==> src/rtl/ex.sv <==
// Registered binary-to-one-hot decoder with enable and asynchronous clear.
// Optional one-hot integrity checker (err port) is built when EX_ONEHOT_CHK_EN is defined.
module ex #(
  parameter int N = 3
) (
  input  logic            clk,
  input  logic            rst_n,
  input  logic [N-1:0]    a,
  input  logic            en,
`ifdef EX_ONEHOT_CHK_EN
  output logic [2**N-1:0] d,
  output logic            err
`else
  output logic [2**N-1:0] d
`endif
);

  localparam int W = 2**N;

  logic [W-1:0] dec_d;
  logic [W-1:0] dec_q;

  function automatic logic [W-1:0] decode(input logic [N-1:0] idx);
    logic [W-1:0] r;
    r = '0;
    r[idx] = 1'b1;
    return r;
  endfunction

  always_comb begin
    dec_d = '0;
    if (en) dec_d = decode(a);
  end

  // Decode register: the only path from a/en to d
  always_ff @(posedge clk or negedge rst_n) begin
    if (!rst_n) dec_q <= '0;
    else        dec_q <= dec_d;
  end

  assign d = dec_q;

`ifdef EX_ONEHOT_CHK_EN
  logic            err_d;
  logic            err_q;
  logic [N:0]      pop;

  function automatic logic [N:0] popcount(input logic [W-1:0] v);
    logic [N:0] c;
    c = '0;
    for (int i = 0; i < W; i++) c = c + {{N{1'b0}}, v[i]};
    return c;
  endfunction

  // More than one bit high is the only illegal shape; all-zero is legal (en=0)
  always_comb begin
    pop   = popcount(dec_q);
    err_d = err_q | (pop > 1);
  end

  always_ff @(posedge clk or negedge rst_n) begin
    if (!rst_n) err_q <= 1'b0;
    else        err_q <= err_d;
  end

  assign err = err_q;
`endif

endmodule

==> config.mk <==
export PLATFORM = sky130hd
export DESIGN_NAME = ex
export DESIGN_NICKNAME = d
export VERILOG_FILES = /design/src/rtl/ex.sv
export SDC_FILE = /design/constraint.sdc
export NUM_CORES = 1
export LEC_CHECK = 0
export CAP_MARGIN = 20
export CORE_AREA = 2 2 39 41
export CTS_BUF_LIST = sky130_fd_sc_hd__clkbuf_8
export DETAILED_ROUTE_END_ITERATION = 10
export DIE_AREA = 0 0 41 43
export PLACE_DENSITY = 0.46
export SLEW_MARGIN = 5
export SYNTH_ARGS = -nofsm -noshare
export SYNTH_HDL_FRONTEND = slang
export SYNTH_SLANG_ARGS = --single-unit
==> constraint.sdc <==
create_clock -name clk -period 0.8 [get_ports clk]
set_clock_uncertainty 0.2 [all_clocks]
set_input_delay 0.2 -clock clk [delete_from_list [all_inputs] [get_ports clk]]
set_output_delay 0.2 -clock clk [all_outputs]
set_load 0.1 [all_outputs]
=== Word-level counts from Yosys, hierarchy flattened ===
Index checks and enable logic that the tools add are counted.

* Bits in registers: 8
* Latch bits: 0
* RAM bits: 0
* Bits in read-only memories: 0
* Input bits: 6
* Output and inout bits: 8
* Logic and storage cells: 7
* Memories kept: 0

* $add $sub $neg: 0
* Multipliers: 0
* Divide/modulo/power cells: 0
* Order comparisons: 2
* Equal/unequal tests: 0
* Shift-type cells: 0
* Multiplexer cells: 3
* Bitwise logic cells: 0
* Reductions and logical operators: 1

{| class="wikitable"
|+ Operators by type and width
! cell !! number
|-
| two-way mux 8 bit || 1
|-
| < comparator 3 x 4 -> 1 bit, second input constant || 1
|-
| demux 1 bit (select 3 bit) || 1
|-
| greater-or-equal comparator 3 x 1 -> 1 bit, second input constant || 1
|-
| logical AND 1 bit || 1
|-
| two-way mux 1 bit || 1
|}

=== Depth between registers and ports, before layout ===
Gate-level depths: netlist of the first run.

* Depth in word-level cells: 5
* Depth in mapped cells: 1
* Depth with buffers taken out: 1

=== Worst setup path before layout of the first run ===
No wires, ideal clock.

* Kind: register to output
* From: reg dec_q[0] (netlist: d[0])
* To: out d[0]
* Arrival: 0.883 ns
* Data required time: 0.400 ns
* Slack: -0.483 ns
* Stages on the path, launching flop included: 1
* Path buffers: 0
* Path through: dfrtp_1

{| class="wikitable"
|+ RTL lines
! item !! RTL line !! RTL
|-
| start, declared || 21 || <nowiki>logic [W-1:0] dec_q;</nowiki>
|-
| start signal, assigned || 37 || <nowiki>if (!rst_n) dec_q <= '0;</nowiki>
|-
| start signal, assigned || 38 || <nowiki>else dec_q <= dec_d;</nowiki>
|-
| end, declared || 14 || <nowiki>output logic [2**N-1:0] d</nowiki>
|}

No word-level cell between the ends.

=== Worst setup path in the final report of the first run ===
* From: reg dec_q[0] (netlist: d[0])
* To: out d[0]

No word-level cell between the ends.

==> results of run 1 <==
## area by class of cell
| cell class | count | area (sq um) |
|---|---|---|
| clock buffers | 3 | 41.3 |
| fillers | 128 | 773 |
| multi-input cells | 8 | 96.3 |
| flip-flops and latches | 8 | 230 |
| well taps | 16 | 20.0 |
| repair buffers | 14 | 223 |
## worst paths after layout
check,startpoint,to,slack (ns),depth (start not counted)
min in group asynchronous,rst_n,d[0]$_DFF_PN0_,0.09,2
max in group asynchronous,rst_n,d[4]$_DFF_PN0_,0.20,2
worst min-delay path,a[2],d[0]$_DFF_PN0_,0.03,2
worst max-delay path,d[0]$_DFF_PN0_,d[0],-0.46,1
## Yosys cell counts
cell / number / area share [%]
and4b_2: 3 / 11
and4bb_2: 3 / 13
dfrtp_1: 8 / 68
nor4b_2: 1 / 5.1
and4_2: 1 / 3.4
## logic make-up (layout without fill, tap and decap cells)
logic type	count (synthesis)	count (layout)
buffers and inverters	0	17
DFF	8	8
and+or+nand+nor	8	8
## per-stage QoR
step	utilization, %	setup WS, ns
2_1_floorplan	-	-0.192
5_1_grt	44.1	-0.492
3_5_place_dp	41.7	-0.576
4_1_cts	45.0	-0.476
3_3_place_gp	41.7	-0.554
6_report	44.1	-0.464
## cells in the final DEF (no fill, tap or decap), drive strengths merged
cell / count
and4b: 3
and4: 1
and4bb: 3
clkdlybuf4s50: 1
clkbuf: 3
buf: 11
dfrtp: 8
clkdlybuf4s15: 2
nor4b: 1
## timing repair
action                     4_1_cts  5_1_grt
resized for setup               12        2
pin swaps                        0        1
setup endpoints to repair       16       10
setup buffers                    0        0
## routing by layer
metal  vias to the layer above  GRT usage, %
li1                         98             -
met1                        90          8.11
met2                        14          8.44
met3                         2          3.66
met4                         0          16.0
met5                         -             0
## power groups by stage
stage / combinational, uW / clock [uW] / sequential, uW
2_1_floorplan: 15.7 / 0 / 511
3_3_place_gp: 194 / 0 / 438
3_5_place_dp: 196 / 0 / 439
4_1_cts: 193 / 477 / 433
5_1_grt: 197 / 506 / 433
6_report: 188 / 456 / 432
==> PnR_summary.wiki, run 1 <==
{| class="wikitable"
! Metric !! Value
|-
| Outcome || finished with violations
|-
| Violations in the final reports || negative setup slack
|-
| CTS clock-pin slew for the worst setup and hold paths || 0.04 ns
|-
| Net Switching || 250 uW
|-
| Count of final setup violators || 8
|-
| Area of the placeable core || 1380 sq um
|-
| Cell count after placement || 46
|-
| Initial antenna violation count || 0
|-
| Die outline width || 41 um
|-
| Detailed-routing wirelength on met1 || just over 200 um
|-
| Number of max-capacitance violations reported || 0
|-
| IO buf count || 13
|-
| Initial cell density of the core || 21.4%
|-
| Xor/xnor share of the synthesized area || 0%
|-
| Overflow left after global routing || 0
|-
| Critical path startpoint category || flop
|-
| First-pass GRT wire length || approximately 800 um
|-
| Post-Route WL || roughly 510 um
|-
| Yosys synthesis warning count || 0
|-
| DIE HEIGHT || 43 um
|-
| Initial drt markers || 0
|-
| Mean instance size in the synthesized netlist || about 19 sq um
|-
| Cells after synthesis || 16
|-
| Critical Path AT || 0.86 ns
|-
| Switching portion of total power || 23.3%
|-
| TritonCTS Sinks || 8
|-
| Top layer in use || met4
|-
| Largest register FFs || 8
|-
| Layout cells sized above 1 || 97.0%
|-
| Largest family of logic cells by synthesized area || simple AND/OR/NAND/NOR gates
|-
| Part of the Yosys area used for sequential elements || 67.5%
|-
| Clock tree from TritonCTS || built
|-
| Clock network fraction of total power || between 40% and 50%
|-
| Total power per unit cell area || 1760 nW/um^2
|-
| Kind of critical path || flop to primary output
|-
| Worst stage delay on the critical path || 0.47 ns
|-
| Hold buffer count at CTS || 0
|-
| Design internal power || 825 uW
|-
| Worst Slack Setup Final || -0.464 ns
|-
| Required time of the worst setup path || 0.40 ns
|-
| Net count of the finished layout || 41
|-
| Complex-gate fraction of the synthesized area || 0%
|-
| Simple-gate share of the synthesized area || 32.5%
|-
| Highest clock rate || between 700 and 800 MHz
|-
| Largest net degree at the start of global routing || 9
|-
| Sequential share of power || 40.2%
|-
| Standard-cell row count || 14
|-
| Routed met2 length || roughly 230 um
|-
| Synthesized-area fraction occupied by adder cells || 0%
|-
| Via count of the first global-routing pass || roughly 180
|-
| Die Area || between 1500 and 2000 sq um
|-
| Comb pwr share || between 15 and 20%
|-
| Global placement routability congestion || 0.657
|-
| Finished Cell Area || 611 sq um
|-
| RSZ-0062 raised after global routing || yes
|-
| Non-filler instance count after layout || 49
|-
| Final Power || 1080 uW
|-
| Remaining design rule violation count || 0
|-
| Worst min path class || input port to flop
|-
| Max Slew Vio Count || 0
|-
| I/O Pins || 14
|-
| Post-synthesis to final-layout area growth || 106%
|-
| Fin Hold WS || 0.0253 ns
|-
| Overall fraction of global-route tracks in use || 8.36%
|-
| Wire length per cell after detailed routing || 10.3 um
|-
| Largest voltage drop on the vdd net || about 0.66 mV
|-
| Mux share of post-synthesis cell area || 0%
|-
| Pre-Repair DR Iteration Count || 1
|-
| Hold violation count in the final report || 0
|-
| Area of placed instances || just under 600 sq um
|-
| Ant. Diodes || 0
|-
| Vias per cell || 4.16
|-
| Critical path cell sequence || buf_12
|-
| Total nets after synthesis || 22
|-
| Clock period minus worst slack || between 1 and 1.5 ns
|-
| Worst-case clock buffer depth || 2
|-
| Worst Setup End Kind || primary output
|-
| Cell area after synthesis || 297 sq um
|-
| CP max FO || 1
|-
| Total via count in the routed design || 204
|-
| Routed wire length on met3 || 55 um
|-
| Headroom to the max-slew limit || between 80% and 90%
|-
| Clk root buf || clkbuf_8
|-
| TritonCTS Buffers || 3
|-
| Kind of cell adding the most delay to the critical path || flip-flops
|-
| Final Cycle Share || 158%
|-
| WP buf/inv || 1
|-
| Number of synthesized register bits || 8
|-
| Static Leakage || around 0.00025 uW
|-
| Count of different cell masters after synthesis || 5
|-
| H-tree lvl count || 1
|-
| Antenna Nets Post-Route || 0
|-
| Tightest Pin Transition || 0.207 ns
|-
| Accumulated negative setup slack || -3.69 ns
|-
| Critical path's slowest cell || dfrtp_4
|}
No activity file was read; power rests on OpenSTA's default activity.
==> run 2: changes to the inputs <==
Settings changed: CORE_AREA 2 2 39 41 to 4 4 41 43, CTS_BUF_LIST sky130_fd_sc_hd__clkbuf_8 to default, DIE_AREA 0 0 41 43 to 0 0 45 47.
==> PnR_summary.wiki, run 2 (synthesis gave the netlist of run 1 again) <==
{| class="wikitable"
! Metric !! Value
|-
| First-pass GRT wire length || 972 um (+22%)
|-
| Worst min path class || input port to async pin
|-
| Clock period minus worst slack || 1.30 ns (+0.0351 ns)
|-
| Standard-cell row count || 13 (-1)
|-
| Area of placed instances || 576 sq um (-0.22%)
|-
| Die Area || 2120 sq um (+20%)
|-
| Ant. Diodes || 0 (unchanged)
|-
| Initial cell density of the core || 22.8% (+1.4 points)
|-
| Static Leakage || 0.000241 uW (-2.6%)
|-
| Area of the placeable core || 1300 sq um (-6.0%)
|-
| Clk root buf || clkbuf_4
|-
| Critical path's slowest cell || dfrtp_4
|-
| Layout cells sized above 1 || 93.9% (-3.0 points)
|-
| Post-Route WL || 592 um (+17%)
|-
| CP max FO || 1 (unchanged)
|-
| Net count of the finished layout || 41 (unchanged)
|-
| Global placement routability congestion || 0.681 (+3.7%)
|-
| DIE HEIGHT || 47 um (+9.3%)
|-
| Hold violation count in the final report || 0 (unchanged)
|-
| Critical path cell sequence || buf_12
|-
| RSZ-0062 raised after global routing || yes
|-
| Total via count in the routed design || 216 (+5.9%)
|-
| Final Cycle Share || 162% (+4.4 points)
|-
| Worst stage delay on the critical path || 0.48 ns (about the same)
|-
| IO buf count || 13 (unchanged)
|-
| Tightest Pin Transition || 0.205 ns (-0.00242 ns)
|-
| Outcome || finished with violations
|-
| I/O Pins || 14 (unchanged)
|-
| Largest register FFs || 8 (unchanged)
|-
| Worst Slack Setup Final || -0.499 ns (-0.0351 ns)
|-
| Initial antenna violation count || 0 (unchanged)
|-
| Most frequent cells in the layout || buf_12, dfrtp_4
|-
| Hold buffer count at CTS || 0 (unchanged)
|-
| Finished Cell Area || 602 sq um (-1.4%)
|-
| Headroom to the max-slew limit || 86.4% (+0.20 points)
|-
| Initial drt markers || 4 (+4)
|-
| Critical path startpoint category || flop
|-
| Overall fraction of global-route tracks in use || 7.74% (-0.62 points)
|-
| Largest voltage drop on the vdd net || 0.724 mV (+10%)
|-
| Half-perimeter wire length of the detailed placement result || 479 um
|-
| Violations in the final reports || negative setup slack
|-
| Total power per unit cell area || 1530 nW/um^2 (-13%)
|-
| Max Slew Vio Count || 0 (unchanged)
|-
| Worst Setup End Kind || primary output
|-
| Antenna Nets Post-Route || 0 (unchanged)
|-
| Remaining design rule violation count || 0 (unchanged)
|-
| Worst-case clock buffer depth || 2 (unchanged)
|-
| TritonCTS Sinks || 8 (unchanged)
|-
| Clock tree from TritonCTS || built
|-
| Crit. path cell count || 1 (unchanged)
|-
| WP buf/inv || 1 (unchanged)
|-
| Wire length per cell after detailed routing || 12.3 um (+19%)
|-
| Pre-CTS worst setup slack || -0.586 ns (-0.0103 ns)
|-
| Most frequent standard cell in the layout excluding fill and tap cells || buf_12
|-
| H-tree lvl count || 1 (unchanged)
|-
| Kind of cell adding the most delay to the critical path || flip-flops
|-
| Highest clock rate || 770 MHz (-2.7%)
|-
| TritonCTS Buffers || 3 (unchanged)
|-
| Post-synthesis to final-layout area growth || 103%
|-
| Kind of critical path || flop to primary output
|-
| CTS clock-pin slew for the worst setup and hold paths || 0.05 ns (about the same)
|-
| Pre-Repair DR Iteration Count || 4 (+3)
|-
| CP Launch Point || d[2]$_DFF_PN0_
|-
| Vias per cell || 4.50 (+8.1%)
|-
| Accumulated negative setup slack || -3.96 ns (-0.267 ns)
|-
| Critical Path AT || 0.90 ns (+0.04 ns)
|-
| Required time of the worst setup path || 0.40 ns (about the same)
|-
| Die outline width || 45 um (+9.8%)
|-
| Overflow left after global routing || 0 (unchanged)
|-
| Number of max-capacitance violations reported || 0 (unchanged)
|-
| Buffers inserted during post-CTS setup optimization || 0 (unchanged)
|-
| Via count of the first global-routing pass || 221 (+20%)
|-
| Largest net degree at the start of global routing || 9 (unchanged)
|-
| Count of final setup violators || 12 (+4)
|}
[run 2: cell count changes in the layout (fill, tap and decap cells not counted), sizes merged]
cell / before / now
clkdlybuf4s15: 2 / 4
buf: 11 / 9
[run 2: power by group]
| part | internal (uW) | switching, uW | total [uW] |
|---|---|---|---|
| sequential | 422 | 8.26 | 430 |
| combinational | 81.1 | 113 | 194 |
| clock | 171 | 127 | 298 |
| total | 674 | 248 | 922 |
[run 2: worst paths after layout]
path / end / slack, ns
min in group clk: d[0]$_DFF_PN0_ / 0.09
max in group asynchronous: d[6]$_DFF_PN0_ / 0.21
worst min-delay path: d[2]$_DFF_PN0_ / 0.07
worst max-delay path: d[2] / -0.50
[run 2: stage by stage]
stage	hold slack [ns]	power (uW)	std cells	util, %
3_3_place_gp	0.330	633	45	44.2
5_1_grt	0.0717	975	48	46.3
2_1_floorplan	-0.296	527	16	-
4_1_cts	0.0710	939	48	46.3
3_5_place_dp	0.339	637	45	44.2
6_report	0.0736	922	48	46.3
[run 2: layout make-up]
cell class	instances	area (sq um)
clock buffer	3	22.5
fill	122	699
multi-input combinational	8	96.3
sequential	8	230
tap	15	18.8
timing repair buffer	14	234
[run 2: repair_timing]
action | 4_1_cts | 5_1_grt
endpoints found under the setup margin | 16 | 8
gates resized for setup | 11 | 0
cloned | 0 | 0
pin swaps | 0 | 0
[run 2: routing by layer]
layer	wire length, um	track usage, %	vias to the layer above
li1	-	-	98
met1	208	5.84	102
met2	293	11.3	14
met3	68	3.07	2
met4	21	14.0	0
met5	0	0	-
==> run 3: changes to the inputs <==
Settings changed: SETUP_SLACK_MARGIN from default to 0.05.
==> PnR_summary.wiki, run 3 (synthesis gave the netlist of run 1 again) <==
{| class="wikitable"
! Metric !! Value
|-
| Design internal power || 669 uW (-0.71%)
|-
| Area of the placeable core || 1300 sq um (unchanged)
|-
| Total via count in the routed design || 205 (-5.1%)
|-
| Highest clock rate || 770 MHz (about the same)
|-
| Count of final setup violators || 8 (-4)
|-
| Worst stage delay on the critical path || 0.48 ns (about the same)
|-
| Critical Path AT || 0.90 ns (about the same)
|-
| Overflow left after global routing || 0 (unchanged)
|-
| Kind of cell adding the most delay to the critical path || flip-flops
|-
| Fin Hold WS || -0.00801 ns (-0.0816 ns)
|-
| Antenna Nets Post-Route || 0 (unchanged)
|-
| Clk root buf || clkbuf_4
|-
| Ant. Diodes || 0 (unchanged)
|-
| Violations in the final reports || negative hold slack, negative setup slack
|-
| Clock network fraction of total power || 32.5% (+0.2 points)
|-
| Number of max-capacitance violations reported || 0 (unchanged)
|-
| Comb pwr share || 20.6% (-0.4 points)
|-
| I/O Pins || 14 (unchanged)
|-
| Vias per cell || 4.27 (-5.1%)
|-
| WP buf/inv || 1 (unchanged)
|-
| Hold violation count in the final report || 1 (+1)
|-
| Initial cell density of the core || 22.8% (unchanged)
|-
| First-pass GRT wire length || 979 um (+0.72%)
|-
| Standard-cell row count || 13 (unchanged)
|-
| Switching portion of total power || 27.1% (+0.19 points)
|-
| Initial antenna violation count || 0 (unchanged)
|-
| Worst Slack Setup Final || -0.499 ns (-0.000404 ns)
|-
| Half-perimeter wire length of the detailed placement result || 479 um (unchanged)
|-
| CTS clock-pin slew for the worst setup and hold paths || 0.05 ns (about the same)
|-
| Via count of the first global-routing pass || 220 (-0.45%)
|-
| Final Cycle Share || 162% (about the same)
|-
| Critical path's slowest cell || dfrtp_4
|-
| Die outline width || 45 um (unchanged)
|-
| Most frequent cells in the layout || buf_12, dfrtp_4
|-
| Required time of the worst setup path || 0.40 ns (about the same)
|-
| H-tree lvl count || 1 (unchanged)
|-
| Count of cells along the worst hold path || 2
|-
| CP max FO || 1 (unchanged)
|-
| Total power per unit cell area || 1570 nW/um^2 (+2.5%)
|-
| Largest register FFs || 8 (unchanged)
|-
| TritonCTS Sinks || 8 (unchanged)
|-
| Clock period minus worst slack || 1.30 ns (+0.000404 ns)
|-
| Finished Cell Area || 584 sq um (-2.9%)
|-
| Post-synthesis to final-layout area growth || 97.0%
|-
| Clock tree from TritonCTS || built
|-
| Critical path cell sequence || buf_12
|-
| Largest net degree at the start of global routing || 9 (unchanged)
|-
| TritonCTS Buffers || 3 (unchanged)
|-
| Post-Route WL || 594 um (+0.34%)
|-
| Die Area || 2120 sq um (unchanged)
|-
| Most frequent standard cell in the layout excluding fill and tap cells || buf_12
|-
| Crit. path cell count || 1 (unchanged)
|-
| Worst-case clock buffer depth || 2 (unchanged)
|-
| Area of placed instances || 576 sq um (unchanged)
|-
| Max Slew Vio Count || 0 (unchanged)
|-
| RSZ-0062 raised after global routing || yes
|-
| Remaining design rule violation count || 0 (unchanged)
|-
| CP Launch Point || d[2]$_DFF_PN0_
|-
| Net Switching || 248 uW (+0.23%)
|-
| Final Power || 917 uW (-0.46%)
|-
| Headroom to the max-slew limit || 87.9% (+1.6 points)
|-
| Worst Setup End Kind || primary output
|-
| Kind of critical path || flop to primary output
|-
| Sequential share of power || 46.9% (+0.2 points)
|-
| IO buf count || 13 (unchanged)
|-
| Largest voltage drop on the vdd net || 0.724 mV (about the same)
|-
| Layout cells sized above 1 || 97.0% (+3.0 points)
|-
| Wire length per cell after detailed routing || 12.4 um (+0.34%)
|-
| Net count of the finished layout || 41 (unchanged)
|-
| Outcome || finished with violations
|-
| Pre-Repair DR Iteration Count || 4 (unchanged)
|-
| Critical path startpoint category || flop
|-
| DIE HEIGHT || 47 um (unchanged)
|-
| Worst min path class || input port to flop
|-
| Tightest Pin Transition || 0.181 ns (-0.0237 ns)
|-
| Worst hold path startpoint || a[0]
|-
| Initial drt markers || 1 (-3)
|-
| Static Leakage || 0.000238 uW (-0.95%)
|-
| Global placement routability congestion || 0.681 (unchanged)
|-
| Overall fraction of global-route tracks in use || 7.81% (+0.080 points)
|}
==> run 3: layout make-up <==
type                    count  area (sq um)
flip-flops and latches      8           230
fillers                   121           717
well taps                  15          18.8
repair buffers             14           216
multi-input cells           8          96.3
clock buffers               3          22.5
==> run 3: what timing repair did <==
item                                    in CTS  in global routing
resized for setup                           13                  2
buffers inserted                             0                  0
pin swaps                                    0                  2
endpoints found under the hold margin        1                  1
endpoints found under the setup margin      16                 12
==> run 3: through the flow <==
step	setup slack, ns	cells	setup TNS [ns]	util (%)
detailed placement	-0.586	45	-6.79	44.2
CTS	-0.516	48	-4.05	45.9
global route	-0.533	48	-4.20	44.9
finish	-0.499	48	-3.94	44.9
floorplan	-0.192	16	-1.54	-
global placement	-0.556	45	-6.42	44.2
==> run 3: power by group through the flow <==
stage               combinational (uW)  clock [uW]  sequential [uW]
floorplan                         15.7           0              511
global placement                   195           0              438
detailed placement                 199           0              439
CTS                                194         313              430
global route                       197         343              431
finish                             189         298              430
==> run 3: final timing paths <==
path                                   to
min in group asynchronous  d[2]$_DFF_PN0_
max                                  d[2]
min                        d[0]$_DFF_PN0_
max in group asynchronous  d[6]$_DFF_PN0_
==> run 3: layer usage <==
layer	track usage [%]	part of all wire (%)	vias to the layer above
li1	-	-	98
met1	6.07	36	91
met2	11.3	48	14
met3	3.07	12	2
met4	14.0	3.5	0
met5	0	0	-
